<file path="config.mk">
export PLATFORM = sky130hd
export DESIGN_NAME = clock_set_ctrl
export DESIGN_NICKNAME = d
export VERILOG_FILES = /design/src/rtl/clock_set_ctrl_pkg.sv /design/src/rtl/clock_alarm_match.sv /design/src/rtl/clock_set_ctrl.sv
export SDC_FILE = /design/constraint.sdc
export NUM_CORES = 1
export LEC_CHECK = 0
export ABC_AREA = 1
export CAP_MARGIN = 15
export CORE_MARGIN = 2
export CORE_UTILIZATION = 35
export DETAILED_ROUTE_END_ITERATION = 8
export GPL_ROUTABILITY_DRIVEN = 0
export GPL_TIMING_DRIVEN = 0
export PLACE_DENSITY = 0.72
export SKIP_LAST_GASP = 1
export SYNTH_ARGS = -nofsm -noshare
export SYNTH_HDL_FRONTEND = slang
export SYNTH_SLANG_ARGS = --single-unit
</file>
<file path="constraint.sdc">
create_clock -name clk -period 1.35 [get_ports clk]
set_input_delay 0.2025 -clock clk [delete_from_list [all_inputs] [get_ports clk]]
set_output_delay 0.2025 -clock clk [all_outputs]
set_load 0.02 [all_outputs]
</file>
<file path="src/rtl/clock_set_ctrl_pkg.sv">
// Shared definitions for the clock set/alarm controller: state encoding,
// field widths, default wrap limits and alarm duration.
// No ports; imported by clock_set_ctrl and clock_alarm_match.
package clock_set_ctrl_pkg;

    localparam int HR_W            = 5;
    localparam int MIN_W           = 6;
    localparam int SEC_W           = 6;
    localparam int HR_MAX_DEF      = 23;
    localparam int MIN_MAX_DEF     = 59;
    localparam int ALARM_TICKS_DEF = 60;

    // The encoding doubles as the 'mode' display output, so it is fixed.
    typedef enum logic [2:0] {
        ST_RUN     = 3'd0,
        ST_SET_HR  = 3'd1,
        ST_SET_MIN = 3'd2,
        ST_COMMIT  = 3'd3,
        ST_ALM_HR  = 3'd4,
        ST_ALM_MIN = 3'd5
    } state_e;

    // Increment with wrap by compare against the last legal value. Anything
    // at or above the limit snaps back to zero, so a field can never walk
    // out of range even if it was captured from a bad input.
    function automatic logic [5:0] wrap_inc(input logic [5:0] val,
                                            input logic [5:0] last_val);
        return (val >= last_val) ? 6'd0 : val + 6'd1;
    endfunction

endpackage

</file>
<file path="src/rtl/clock_alarm_match.sv">
// Alarm match, duration counter and re-trigger guard.
// Latency: alarm_fire rises the cycle after the matching tick; clears on the
// cycle after the ALARM_TICKS-th following tick or a dismiss press.
// Ports: clk, rst (async active-low), tick_1hz, check_en (RUN/ALM_* states),
// alarm_on, cur_* live time, alarm_hr/min, dismiss -> alarm_fire.
module clock_alarm_match
    import clock_set_ctrl_pkg::*;
#(
    parameter int ALARM_TICKS = ALARM_TICKS_DEF
) (
    input  logic             clk,
    input  logic             rst,
    input  logic             tick_1hz,
    input  logic             check_en,
    input  logic             alarm_on,
    input  logic [HR_W-1:0]  cur_hr,
    input  logic [MIN_W-1:0] cur_min,
    input  logic [SEC_W-1:0] cur_sec,
    input  logic [HR_W-1:0]  alarm_hr,
    input  logic [MIN_W-1:0] alarm_min,
    input  logic             dismiss,
    output logic             alarm_fire
);

    localparam int                CNT_W    = $clog2(ALARM_TICKS + 1);
    localparam logic [CNT_W-1:0]  LAST_CNT = CNT_W'(ALARM_TICKS - 1);

    logic             fire_q, fire_d;
    logic             guard_q, guard_d;
    logic [CNT_W-1:0] cnt_q, cnt_d;
    logic             hm_match;
    logic             trigger;

    assign hm_match = (cur_hr == alarm_hr) && (cur_min == alarm_min);
    assign trigger  = tick_1hz && check_en && alarm_on && hm_match &&
                      (cur_sec == '0) && !guard_q && !fire_q;

    always_comb begin
        fire_d  = fire_q;
        cnt_d   = cnt_q;
        // The guard holds for as long as the live time stays in the alarm
        // minute, so one matching minute can fire at most once.
        guard_d = hm_match ? guard_q : 1'b0;
        if (fire_q) begin
            if (dismiss) begin
                fire_d = 1'b0;
                cnt_d  = '0;
            end else if (tick_1hz) begin
                if (cnt_q == LAST_CNT) begin
                    fire_d = 1'b0;
                    cnt_d  = '0;
                end else begin
                    cnt_d = cnt_q + 1'b1;
                end
            end
        end else if (trigger) begin
            fire_d  = 1'b1;
            cnt_d   = '0;
            guard_d = 1'b1;
        end
    end

    always_ff @(posedge clk or negedge rst) begin
        if (!rst) begin
            fire_q  <= 1'b0;
            guard_q <= 1'b0;
            cnt_q   <= '0;
        end else begin
            fire_q  <= fire_d;
            guard_q <= guard_d;
            cnt_q   <= cnt_d;
        end
    end

    assign alarm_fire = fire_q;

endmodule

</file>
<file path="src/rtl/clock_set_ctrl.sv">
// Clock time-set and alarm controller: button-driven edit FSM, load strobe
// to the time counter, alarm storage and alarm sounding.
// Ports: clk, rst (async active-low), tick_1hz, btn_mode/btn_inc pulses,
// cur_* live time in; cnt_en, ld/ld_*, edit_*, mode, blink, alarm_* out.
module clock_set_ctrl
    import clock_set_ctrl_pkg::*;
#(
    parameter int HR_MAX      = HR_MAX_DEF,
    parameter int MIN_MAX     = MIN_MAX_DEF,
    parameter int ALARM_TICKS = ALARM_TICKS_DEF
) (
    input  logic       clk,
    input  logic       rst,
    input  logic       tick_1hz,
    input  logic       btn_mode,
    input  logic       btn_inc,
    input  logic [4:0] cur_hr,
    input  logic [5:0] cur_min,
    input  logic [5:0] cur_sec,
    output logic       cnt_en,
    output logic       ld,
    output logic [4:0] ld_hr,
    output logic [5:0] ld_min,
    output logic [5:0] ld_sec,
    output logic [4:0] edit_hr,
    output logic [5:0] edit_min,
    output logic [2:0] mode,
    output logic       blink,
    output logic [4:0] alarm_hr,
    output logic [5:0] alarm_min,
    output logic       alarm_on,
    output logic       alarm_fire
);

    localparam logic [5:0] HR_LAST  = 6'(HR_MAX);
    localparam logic [5:0] MIN_LAST = 6'(MIN_MAX);

    state_e     state_q, state_d;
    logic [4:0] edit_hr_q, edit_hr_d;
    logic [5:0] edit_min_q, edit_min_d;
    logic [4:0] alarm_hr_q, alarm_hr_d;
    logic [5:0] alarm_min_q, alarm_min_d;
    logic       alarm_on_q, alarm_on_d;
    logic       blink_q, blink_d;

    logic       live;
    logic       mode_act;
    logic       inc_act;
    logic       dismiss;

    // Time runs in RUN and while editing the alarm; frozen while setting.
    assign live = (state_q == ST_RUN) || (state_q == ST_ALM_HR) ||
                  (state_q == ST_ALM_MIN);

    // A press while the alarm sounds only silences it. Mode beats inc.
    assign dismiss  = alarm_fire && (btn_mode || btn_inc);
    assign mode_act = btn_mode && !alarm_fire;
    assign inc_act  = btn_inc && !btn_mode && !alarm_fire;

    always_comb begin
        state_d     = state_q;
        edit_hr_d   = edit_hr_q;
        edit_min_d  = edit_min_q;
        alarm_hr_d  = alarm_hr_q;
        alarm_min_d = alarm_min_q;
        alarm_on_d  = alarm_on_q;
        blink_d     = blink_q;

        unique case (state_q)
            ST_RUN: begin
                if (mode_act) begin
                    state_d    = ST_SET_HR;
                    edit_hr_d  = cur_hr;
                    edit_min_d = cur_min;
                end else if (inc_act) begin
                    alarm_on_d = !alarm_on_q;
                end
            end
            ST_SET_HR: begin
                if (mode_act) state_d = ST_SET_MIN;
                else if (inc_act) edit_hr_d = 5'(wrap_inc({1'b0, edit_hr_q}, HR_LAST));
            end
            ST_SET_MIN: begin
                if (mode_act) state_d = ST_COMMIT;
                else if (inc_act) edit_min_d = wrap_inc(edit_min_q, MIN_LAST);
            end
            ST_COMMIT: begin
                state_d = ST_ALM_HR;
            end
            ST_ALM_HR: begin
                if (mode_act) state_d = ST_ALM_MIN;
                else if (inc_act) alarm_hr_d = 5'(wrap_inc({1'b0, alarm_hr_q}, HR_LAST));
            end
            ST_ALM_MIN: begin
                if (mode_act) state_d = ST_RUN;
                else if (inc_act) alarm_min_d = wrap_inc(alarm_min_q, MIN_LAST);
            end
            default: begin
                state_d = ST_RUN;
            end
        endcase

        // Steady on outside editing; every newly entered edit state starts
        // lit and then flips once per second.
        if ((state_d != state_q) || (state_d == ST_RUN) || (state_d == ST_COMMIT)) begin
            blink_d = 1'b1;
        end else if (tick_1hz) begin
            blink_d = !blink_q;
        end
    end

    always_ff @(posedge clk or negedge rst) begin
        if (!rst) begin
            state_q     <= ST_RUN;
            edit_hr_q   <= '0;
            edit_min_q  <= '0;
            alarm_hr_q  <= '0;
            alarm_min_q <= '0;
            alarm_on_q  <= 1'b0;
            blink_q     <= 1'b1;
        end else begin
            state_q     <= state_d;
            edit_hr_q   <= edit_hr_d;
            edit_min_q  <= edit_min_d;
            alarm_hr_q  <= alarm_hr_d;
            alarm_min_q <= alarm_min_d;
            alarm_on_q  <= alarm_on_d;
            blink_q     <= blink_d;
        end
    end

    clock_alarm_match #(
        .ALARM_TICKS (ALARM_TICKS)
    ) u_alarm_match (
        .clk        (clk),
        .rst        (rst),
        .tick_1hz   (tick_1hz),
        .check_en   (live),
        .alarm_on   (alarm_on_q),
        .cur_hr     (cur_hr),
        .cur_min    (cur_min),
        .cur_sec    (cur_sec),
        .alarm_hr   (alarm_hr_q),
        .alarm_min  (alarm_min_q),
        .dismiss    (dismiss),
        .alarm_fire (alarm_fire)
    );

    // cnt_en follows the tick combinationally; qualifying it with rst keeps
    // the time counter still while reset is held even if ticks keep coming.
    assign cnt_en    = tick_1hz && live && rst;
    assign ld        = (state_q == ST_COMMIT);
    assign ld_hr     = ld ? edit_hr_q : 5'd0;
    assign ld_min    = ld ? edit_min_q : 6'd0;
    assign ld_sec    = 6'd0;
    assign edit_hr   = edit_hr_q;
    assign edit_min  = edit_min_q;
    assign mode      = state_q;
    assign blink     = blink_q;
    assign alarm_hr  = alarm_hr_q;
    assign alarm_min = alarm_min_q;
    assign alarm_on  = alarm_on_q;

endmodule

</file>
# Yosys cells after proc, flatten, opt, wreduce, memory -nomap -nowiden
# Cells that the tools add are included.
[op_classes]
n_shift = 0
n_mul = 0
muxes = 35
order_cmp = 4
n_addsub = 5
div_mod_pow = 0
n_bitwise = 1
n_eq_ne = 16
n_reduce_logical = 35
[op_table]
columns = ["op", "count"]
rows = [
  ["2-to-1 mux 6 bit", 11],
  ["2-to-1 mux 5 bit", 6],
  ["adder 6 x 1 -> 6 bit (second input constant)", 3],
  ["one-hot mux 3 bit (6 select lines)", 1],
  ["2-to-1 mux 3 bit", 5],
  [">= comparator 6 bit (second input constant)", 2],
  ["logical AND 1 bit", 12],
  ["one-hot mux 6 bit (2 select lines)", 1],
  ["adder 5 x 1 -> 5 bit (second input constant)", 2],
  [">= comparator 5 bit (second input constant)", 2],
  ["2-to-1 mux 1 bit", 10],
  ["!= test 2 bit (second input constant)", 5],
  ["one-hot mux 5 bit (2 select lines)", 1],
  ["equality test 3 x 2 -> 1 bit (second input constant)", 3],
  ["AND reduction 3 bit", 3],
  ["AND reduction 4 bit", 2],
  ["nonzero test 2 bit", 4],
  ["equality test 3 bit (second input constant)", 2],
  ["equality test 6 bit", 1],
  ["equality test 6 bit (second input constant)", 1],
  ["zero test 3 bit", 2],
  ["zero test 6 bit", 1],
  ["equality test 5 bit", 1],
  ["zero test 1 bit", 5],
  ["other kinds (6)", 10],
]
[totals]
ff_bits = 35
latch_bits = 0
in_bits = 22
word_cells = 106
romBits = 0
mem_bits_rw = 0
out_inout_bits = 47
n_memories = 0

# Longest topological paths before layout
# Gate-level depths: netlist (run 1).
[logic_depth]
ltp_word = 11
depth_mapped = 10
depth_no_buf = 10

# Modules after synthesis
# A second synthesis (run 1) with hierarchy kept.
[unflattened]
cells_unflattened = 371
area_unflattened_um2 = 2516.2
[modules_own_cells]
columns = ["mod", "area_per_inst_um2", "seq_area_each_um2", "instances", "cells_per_inst"]
rows = [
  ["clock_set_ctrl", 1818.0, 676.9, 1, 268],
  ["clock_alarm_match", 698.2, 200.2, 1, 103],
]

# Worst setup path before layout (run 1)
# No wires, ideal clock.
[synth_path]
path_kind = "register to output"
startpoint = "register state_q[0] (netlist: mode[0])"
endpoint = "output ld_hr[0]"
path_stages_with_launch = 6
arrival_time_ns = 1.680
n_path_buf = 1
required_ns = 1.148
slack_ns = -0.533
path_cell_list = "dfrtp_1 > inv_1 > nor3_2 > inv_1 > buf_2 > nor2_1"
[synth_via]
elab_chain_cells = 2
[synth_rtl]
columns = ["element", "line", "rtl"]
rows = [
  ["from (decl)", "clock_set_ctrl.sv:38", "state_e state_q, state_d;"],
  ["from (signal assigned)", "clock_set_ctrl.sv:122", "state_q <= state_d;"],
  ["equality test 3 x 2 -> 1 bit", "clock_set_ctrl.sv:152", "assign ld = (state_q == ST_COMMIT);"],
  ["net ld", "clock_set_ctrl.sv:21", "output logic ld,"],
  ["2-to-1 mux 5 bit", "clock_set_ctrl.sv:153", "assign ld_hr = ld ? edit_hr_q : 5'd0;"],
  ["to (decl)", "clock_set_ctrl.sv:22", "output logic [4:0] ld_hr,"],
]
# The timed path passes the listed nets, and every way through them passes these cells.

# Worst setup path after layout (run 1)
[layout_path]
startpoint = "register state_q[2] (netlist: mode[2])"
endpoint = "output ld_hr[0]"
[layout_via]
elab_chain_cells = 2
[layout_rtl]
columns = ["element", "line"]
rows = [
  ["equality test 3 x 2 -> 1 bit", "clock_set_ctrl.sv:152"],
  ["2-to-1 mux 5 bit", "clock_set_ctrl.sv:153"],
]
# Every way passes these cells.

==> summary.md, run 1 <==
| Metric | Value |
|---|---|
| Synth cell types | 31 |
| Worst EP required | about 1.2 ns |
| Die Span Y | 86.1 um |
| Routed Wire Length | 6960 um |
| CP Cell Sequence | nor3_4 > inv_4 > buf_12 > nor2_4 > buf_6 |
| Top FF cell, synth | sky130_fd_sc_hd__dfrtp_1 |
| Fraction of power consumed by combinational cells | 63.5% |
| Per-cell via count in the routed design | about 5.0 |
| Relative slew slack | approximately 43% |
| Crit path max-delay family | flip-flops |
| Total number of vias | 2575 |
| Detailed router's first-iteration violation count | about 110 |
| Antenna violations before repair | 0 |
| Number of max-cap violations | 0 |
| Crit end category | primary output |
| Root buf cell | sky130_fd_sc_hd__clkbuf_8 |
| Number of clock sinks seen by CTS | 35 |
| Top sig layer | met4 |
| Count of inserted antenna diode cells | 0 |
| Via count of the first global-routing pass | between 2000 and 2500 |
| R2r worst-path depth | 11 |
| Switching share of power | 48.6% |
| Worst reg2reg startpoint | mode[0] |
| Crit path largest cell delay | approximately 0.44 ns |
| CORE AREA | 6420 um^2 |
| Classification of the worst setup path | reg -> out |
| Area share of the largest cell type after synthesis | 36.1% |
| Post-synthesis sequential element count | 35 |
| Number of iterations in the first detailed-routing pass | 4 |
| Final Hold Fails | 0 |
| Switching power of the nets | 3.56 mW |
| Mean cell area of the mapped netlist | 6.95 um^2 |
| Share of final-layout standard cells stronger than drive strength 1 | ~33% |
| Crit path time final | 1.62 ns |
| Clock Skews | 0.00738 ns |
| Crit path setup slack, layout | -0.273 ns |
| Number of input and output port buffers inserted | 62 |
| Number of cell rows | 29 |
| Clock network fraction of total power | around 10% |
| Sequential Power Share | 26.2% |
| Ratio of total power to cell area | 1960 nW/um^2 |
| Clock tree from TritonCTS | yes |
| Cts-stage hold buffer count | 0 |
| Upper clock frequency limit | a little over 0.6 GHz |
| Violated checks | negative setup slack |
| Number of enable flip-flop cells after synthesis | 0 |
| Routed len/inst | 13.4 um |
| Final-stage net count | 469 |
| Cell taking the most area after synthesis | sky130_fd_sc_hd__dfrtp_1 |
| TNS Setup | -7.01 ns |
| Leading post-synthesis cells by instance count | 76 x sky130_fd_sc_hd__nand2_1, 53 x sky130_fd_sc_hd__inv_1, 53 x sky130_fd_sc_hd__nor2_1 |
| Detailed placement HPWL | 4570 um |
| Area growth from synthesis to final layout | 59.0% |
| Final worst-path cycle share | 120% |
| Least-Margin Pin Slew | approximately 0.85 ns |
| Maximum fanout encountered on the critical timing path | 5 |
| Pin count of the biggest net entering global routing | 37 |
| Ranking of synthesized cells by area | sky130_fd_sc_hd__dfrtp_1 36%, sky130_fd_sc_hd__nand2_1 12%, sky130_fd_sc_hd__inv_1 8.4% |
| Start point of the critical path | mode[2] |
| Count of cell instances traversed by the critical path | 5 |
| Outcome | complete, but fails checks |
| Clock Path Buffers | 2 |
| Routed length on met1 | roughly 2900 um |
| Final Setup Violations | 38 |
| Slowest cell on crit path | sky130_fd_sc_hd__dfrtp_2 |
| Total power draw | between 7 and 8 mW |
| Wire length of the first global-routing pass | 10500 um |
| Worst vdd ir | 1.05 mV |
| H-tree Lvls | 2 |
| Critical path arrival | 1.42 ns |
| Cell with the most instances after synthesis | sky130_fd_sc_hd__nand2_1 |
| Cell area after synthesis | 2360 um^2 |
| CTS Buf Count | 5 |
| I/O pin count | slightly below 70 |
| R2r endpoint | u_alarm_match.cnt_q[0] |
| Global-route usage over all layers | 17.7% |
| Number of remaining DRC errors | 0 |
| Routed length on met3 | 434 um |
| Overall die width | 86.1 um |
| Total gr overflow | 0 |
| Internal Pwr Total | 3.77 mW |
| Length of routed met2 wiring | 3400 um |
| Setup repair after global routing missed its margin | yes |
| Total count of max-transition violations in the final report | 0 |
| Clock latency on the worst-skew pair | 0.29 ns |
| Clock slew at reported path FFs | around 0.07 ns |
| Initial standard-cell utilization of the core | 36.7% |
| Yosys Warn Count | 0 |
| WP buf/inv | 3 |
| Antenna Violating Nets Remaining | 0 |
| Area of the die | 7410 um^2 |
| Reported leakage power | 1.83 nW |
| Startpoint type of the worst setup path | register |
| Gate count after technology mapping | 339 |
| Share of the core filled with cells in the final layout | between 50% and 60% |
| Async set-reset flop share out of synthesis | between 90% and 100% |
| Hold WC Path Type | in -> async |
| Reg2Reg Setup Slack | -0.24 ns |
| Sequential fraction of the synthesis area | 37.2% |
| Critical path capture point | ld_hr[0] |
-- cell families (layout without fill, tap and decap cells) --
kind of cell	after synthesis	after routing	synth area share (%)
AND/OR/NAND/NOR	186	187	36.3
adder cells (fa/ha/maj)	5	5	2.65
flip-flops	35	35	37.2
XOR/XNOR	10	10	3.72
buffers and inverters	65	163	11.5
AO/OA/AOI/OAI	37	37	8.49
other	1	6	0.159
-- worst min-delay path by stage --
stage          startpoint           to  slack (ns)
5_1_grt               rst  alarm_hr[1]        0.08
3_3_place_gp     alarm_on     alarm_on        0.48
2_1_floorplan         rst  alarm_hr[0]       -0.09
4_1_cts               rst  alarm_hr[1]        0.04
6_report              rst  alarm_hr[1]        0.02
3_5_place_dp          rst  alarm_hr[1]        0.36
-- cells in the final DEF, fill, tap and decap left out, drive strengths merged --
cell,instances
dfstp,1
inv,57
buf,53
ha,5
xor2,7
nor3,9
nand3,32
nand2,79
conb,6
o21ai,24
clkbuf,9
nand3b,1
nand4,7
dlygate4sd2,24
xnor2,3
clkdlybuf4s50,20
a31oi,2
a22oi,2
nor2,59
dfrtp,34
o22ai,3
a21oi,6
-- state kept, by name, summed over array words and instances, names as in the netlist --
name,flops
alarm_hr,5
alarm_min,6
blink,1
u_alarm_match.cnt_q,6
alarm_on,1
u_alarm_match.guard_q,1
edit_min,6
edit_hr,5
u_alarm_match.alarm_fire,1
mode,3
-- through the flow --
| step | setup WS [ns] | std cells | instance area, um^2 | hold WS [ns] |
|---|---|---|---|---|
| 6_report | -0.273 | 520 | 3750 | 0.0156 |
| 5_1_grt | -0.347 | 520 | 3750 | 0.0762 |
| 4_1_cts | -0.276 | 510 | 3550 | 0.0434 |
| 3_5_place_dp | -0.577 | 483 | 3200 | 0.362 |
| 3_3_place_gp | -1.64 | 483 | 3210 | 0.484 |
| 2_1_floorplan | -0.117 | 344 | 2490 | -0.0931 |
-- metal layers --
metal / GRT usage, % / vias up
met3: 3.95 / 16
met2: 28.7 / 93
met1: 23.0 / 1191
met4: 6.93 / 0
li1: - / 1275
met5: 0 / -
-- power groups by stage --
stage	Clock, mW	Sequential (mW)	Combinational, mW
global placement	0	1.98	3.62
global route	0.811	1.99	5.06
floorplan	0	2.34	1.94
CTS	0.760	1.91	4.18
finish	0.755	1.92	4.65
detailed placement	0	2.00	3.69
-- timing repair --
action,in CTS,in global routing
resized for setup,145,53
cloned,3,0
setup buffers,16,11
endpoints found under the setup margin,64,48
pin swaps,15,23
endpoints found under the hold margin,0,0
-- final cells by class --
cell class	instances	area (um^2)
Fill cell	557	2670
Inverter	57	221
Buffer	8	76.3
Timing Repair Buffer	90	872
Multi-Input combinational cell	245	1510
Tap cell	77	96.3
Sequential cell	35	888
Clock buffer	8	80.1
No activity file was read; power rests on OpenSTA's default activity.
==> run 2: changes to the inputs <==
- ABC_CLOCK_PERIOD_IN_PS: not set -> 1350
- SLEW_MARGIN: not set -> 10
==> run 2 against run 1 <==
Against the previous run: the run still ends with negative setup slack left; clock skew down 0.0018 ns; clock power about the same; global-route usage up 1.7 points; combinational power up 8.6%; first-iteration DRC count up 29%; sequential power up 2%; sequential share of layout area down 1.3 points; largest cell class unchanged; count of clock-buffer cells in the layout unchanged; via count up 3.6%; final area up 5.5%; die area unchanged.
==> summary.md, run 2 (synthesis results as in run 1) <==
| Metric | Value |
|---|---|
| Outcome | complete, but fails checks |
| Violated checks | negative setup slack |
| Clock slew at reported path FFs | 0.07 ns (about the same) |
| Instance area at placement | 3230 um^2 (+0.86%) |
| Most common cell after layout, fill and taps aside | sky130_fd_sc_hd__nand2_1 |
| Hold Worst Slack | 0.00934 ns (-0.00627 ns) |
| Fraction of power consumed by combinational cells | 65.1% (+1.6 points) |
| Reported leakage power | 1.91 nW (+4.1%) |
| Final design area excluding fillers | 3960 um^2 (+5.5%) |
| WP buf/inv | 5 (+2) |
| Number of clock sinks seen by CTS | 35 (unchanged) |
| Per-cell via count in the routed design | 5.05 (+2.0%) |
| Routed len/inst | 14.4 um (+7.6%) |
| Detailed placement HPWL | 4660 um (+2.1%) |
| Final cell count without fillers | 528 (+1.5%) |
| Area of the die | 7410 um^2 (unchanged) |
| Number of input and output port buffers inserted | 62 (unchanged) |
| Total gr overflow | 0 (unchanged) |
| Reg area | 887 um^2 (-0.14%) |
| Crit path largest cell delay | 0.44 ns (about the same) |
| Clock latency on the worst-skew pair | 0.29 ns (about the same) |
| Number of iterations in the first detailed-routing pass | 5 (+1) |
| Number of max-cap violations | 0 (unchanged) |
| Clock tree from TritonCTS | yes |
| Total count of max-transition violations in the final report | 0 (unchanged) |
| Clock Path Buffers | 2 (unchanged) |
| Clock network fraction of total power | 9.7% (-0.6 points) |
| CTS Buf Count | 5 (unchanged) |
| Number of remaining DRC errors | 0 (unchanged) |
| Crit path setup slack, layout | -0.308 ns (-0.0354 ns) |
| Upper clock frequency limit | 0.603 GHz (-2.1%) |
| Wire length of the first global-routing pass | 11500 um (+9.7%) |
| Count of cell instances traversed by the critical path | 10 (+5) |
| Share of final-layout standard cells stronger than drive strength 1 | 35.5% (+2.7 points) |
| Worst reg2reg startpoint | mode[2] |
| Die Span Y | 86.1 um (unchanged) |
| Crit path max-delay family | buffers and inverters |
| TNS Setup | -9.78 ns (-2.77 ns) |
| Antenna Violating Nets Remaining | 0 (unchanged) |
| H-tree Lvls | 2 (unchanged) |
| Sequential Power Share | 25.2% (-1.0 points) |
| Hold WC Path Type | in -> async |
| Critical path arrival | 1.87 ns (+0.45 ns) |
| Global-route usage over all layers | 19.4% (+1.7 points) |
| Share of the core filled with cells in the final layout | 61.6% (+3.2 points) |
| I/O pin count | 69 (unchanged) |
| Least-Margin Pin Slew | 0.923 ns (+0.0698 ns) |
| R2r endpoint | edit_hr[2] |
| Count of inserted antenna diode cells | 0 (unchanged) |
| Ratio of total power to cell area | 1960 nW/um^2 (+0.25%) |
| Area growth from synthesis to final layout | 67.8% |
| Final Hold Fails | 0 (unchanged) |
| Routed Wire Length | 7600 um (+9.2%) |
| Multi-input gate area | 1580 um^2 (+4.2%) |
| Maximum fanout encountered on the critical timing path | 5 (unchanged) |
| Critical path capture point | edit_hr[2] |
| CORE AREA | 6420 um^2 (unchanged) |
| Classification of the worst setup path | reg -> reg |
| Overall die width | 86.1 um (unchanged) |
| Detailed router's first-iteration violation count | 147 (+29%) |
| Via count of the first global-routing pass | 2442 (+9.6%) |
| Antenna violations before repair | 0 (unchanged) |
| R2r worst-path depth | 10 (-1) |
| Switching power of the nets | 3.78 mW (+6.1%) |
| Worst vdd ir | 1.09 mV (+3.9%) |
| Final-stage net count | 477 (+1.7%) |
| Crit end category | register |
| Fill cell instance count of the final layout | 543 (-2.5%) |
| Placed cell count | 484 (+0.21%) |
| Total power draw | 7.76 mW (+5.8%) |
| Reg2Reg Setup Slack | -0.31 ns (-0.07 ns) |
| Final worst-path cycle share | 123% (+2.6 points) |
| Relative slew slack | 38.5% (-4.7 points) |
| Number of cell rows | 29 (unchanged) |
| Final Setup Violations | 46 (+21%) |
| Slowest cell on crit path | sky130_fd_sc_hd__dfrtp_2 |
| Root buf cell | sky130_fd_sc_hd__clkbuf_8 |
| Start point of the critical path | mode[2] |
| Switching share of power | 48.7% (+0.14 points) |
| Crit path time final | 1.66 ns (+0.0354 ns) |
| Worst EP required | 1.56 ns (+0.41 ns) |
| Worst slack at placement | -0.548 ns (+0.0289 ns) |
| Total number of vias | 2667 (+3.6%) |
| Internal Pwr Total | 3.98 mW (+5.5%) |
| Startpoint type of the worst setup path | register |
| Clock Skews | 0.00556 ns (-0.00182 ns) |
| Setup repair after global routing missed its margin | yes |
| Commonest cells after routing, fill and taps aside | 59 x sky130_fd_sc_hd__nand2_1, 47 x sky130_fd_sc_hd__inv_1, 28 x sky130_fd_sc_hd__nor2_1, 26 x sky130_fd_sc_hd__buf_6, 26 x sky130_fd_sc_hd__dfrtp_1 |
| Pin count of the biggest net entering global routing | 19 (-49%) |
| CP Cell Sequence | buf_6 > buf_8 > buf_12 > clkinv_8 > nand3_4 > o21ai_2 > inv_2 > nor2_4 > nor2_1 > a21oi_1 |
| Initial standard-cell utilization of the core | 36.7% (unchanged) |
## run 2: worst min path at each step
stage	start	to	slack (ns)	cells after the start
floorplan	rst	alarm_hr[0]	-0.09	0
finish	rst	blink	0.009	2
global route	rst	blink	0.005	2
CTS	rst	blink	0.006	2
detailed placement	rst	alarm_hr[1]	0.18	1
global placement	alarm_on	alarm_on	0.48	1
## run 2: metal layers
layer | vias to the layer above | wire, um | global-route usage [%]
li1 | 1287 | - | -
met4 | 0 | 213 | 7.07
met1 | 1255 | 3090 | 24.0
met3 | 21 | 442 | 3.18
met5 | - | 0 | 0
met2 | 104 | 3850 | 33.9
## run 2: area by class of cell
class                           count  area share [%]
Buffer                              8            1.93
Clock buffer                        8            2.02
Inverter                           57            5.98
Multi-Input combinational cell    245            39.9
Sequential cell                    35            22.4
Tap cell                           77            2.44
Timing Repair Buffer               98            25.3
## run 2: power groups by stage
stage                     Clock [mW]  Sequential [mW]  Combinational [mW]
after global placement             0             1.98                3.62
after floorplan                    0             2.34                1.94
after CTS                      0.769             1.92                4.24
after detailed placement           0             2.00                3.70
final                          0.755             1.96                5.05
after global routing           0.810             2.01                5.44
## run 2: what timing repair did
action | 4_1_cts | 5_1_grt
pin swaps | 17 | 22
setup buffers | 21 | 12
resized for setup | 148 | 67
hold endpoints to repair | 16 | 0
hold buffers | 2 | 0
cloned | 3 | 0
endpoints found under the setup margin | 64 | 69
==> run 3: changes to the inputs <==
- ABC_CLOCK_PERIOD_IN_PS: 1350 -> not set
==> results of run 3 <==
No change in the layout: final DEF, timing and power equal those of run 2.
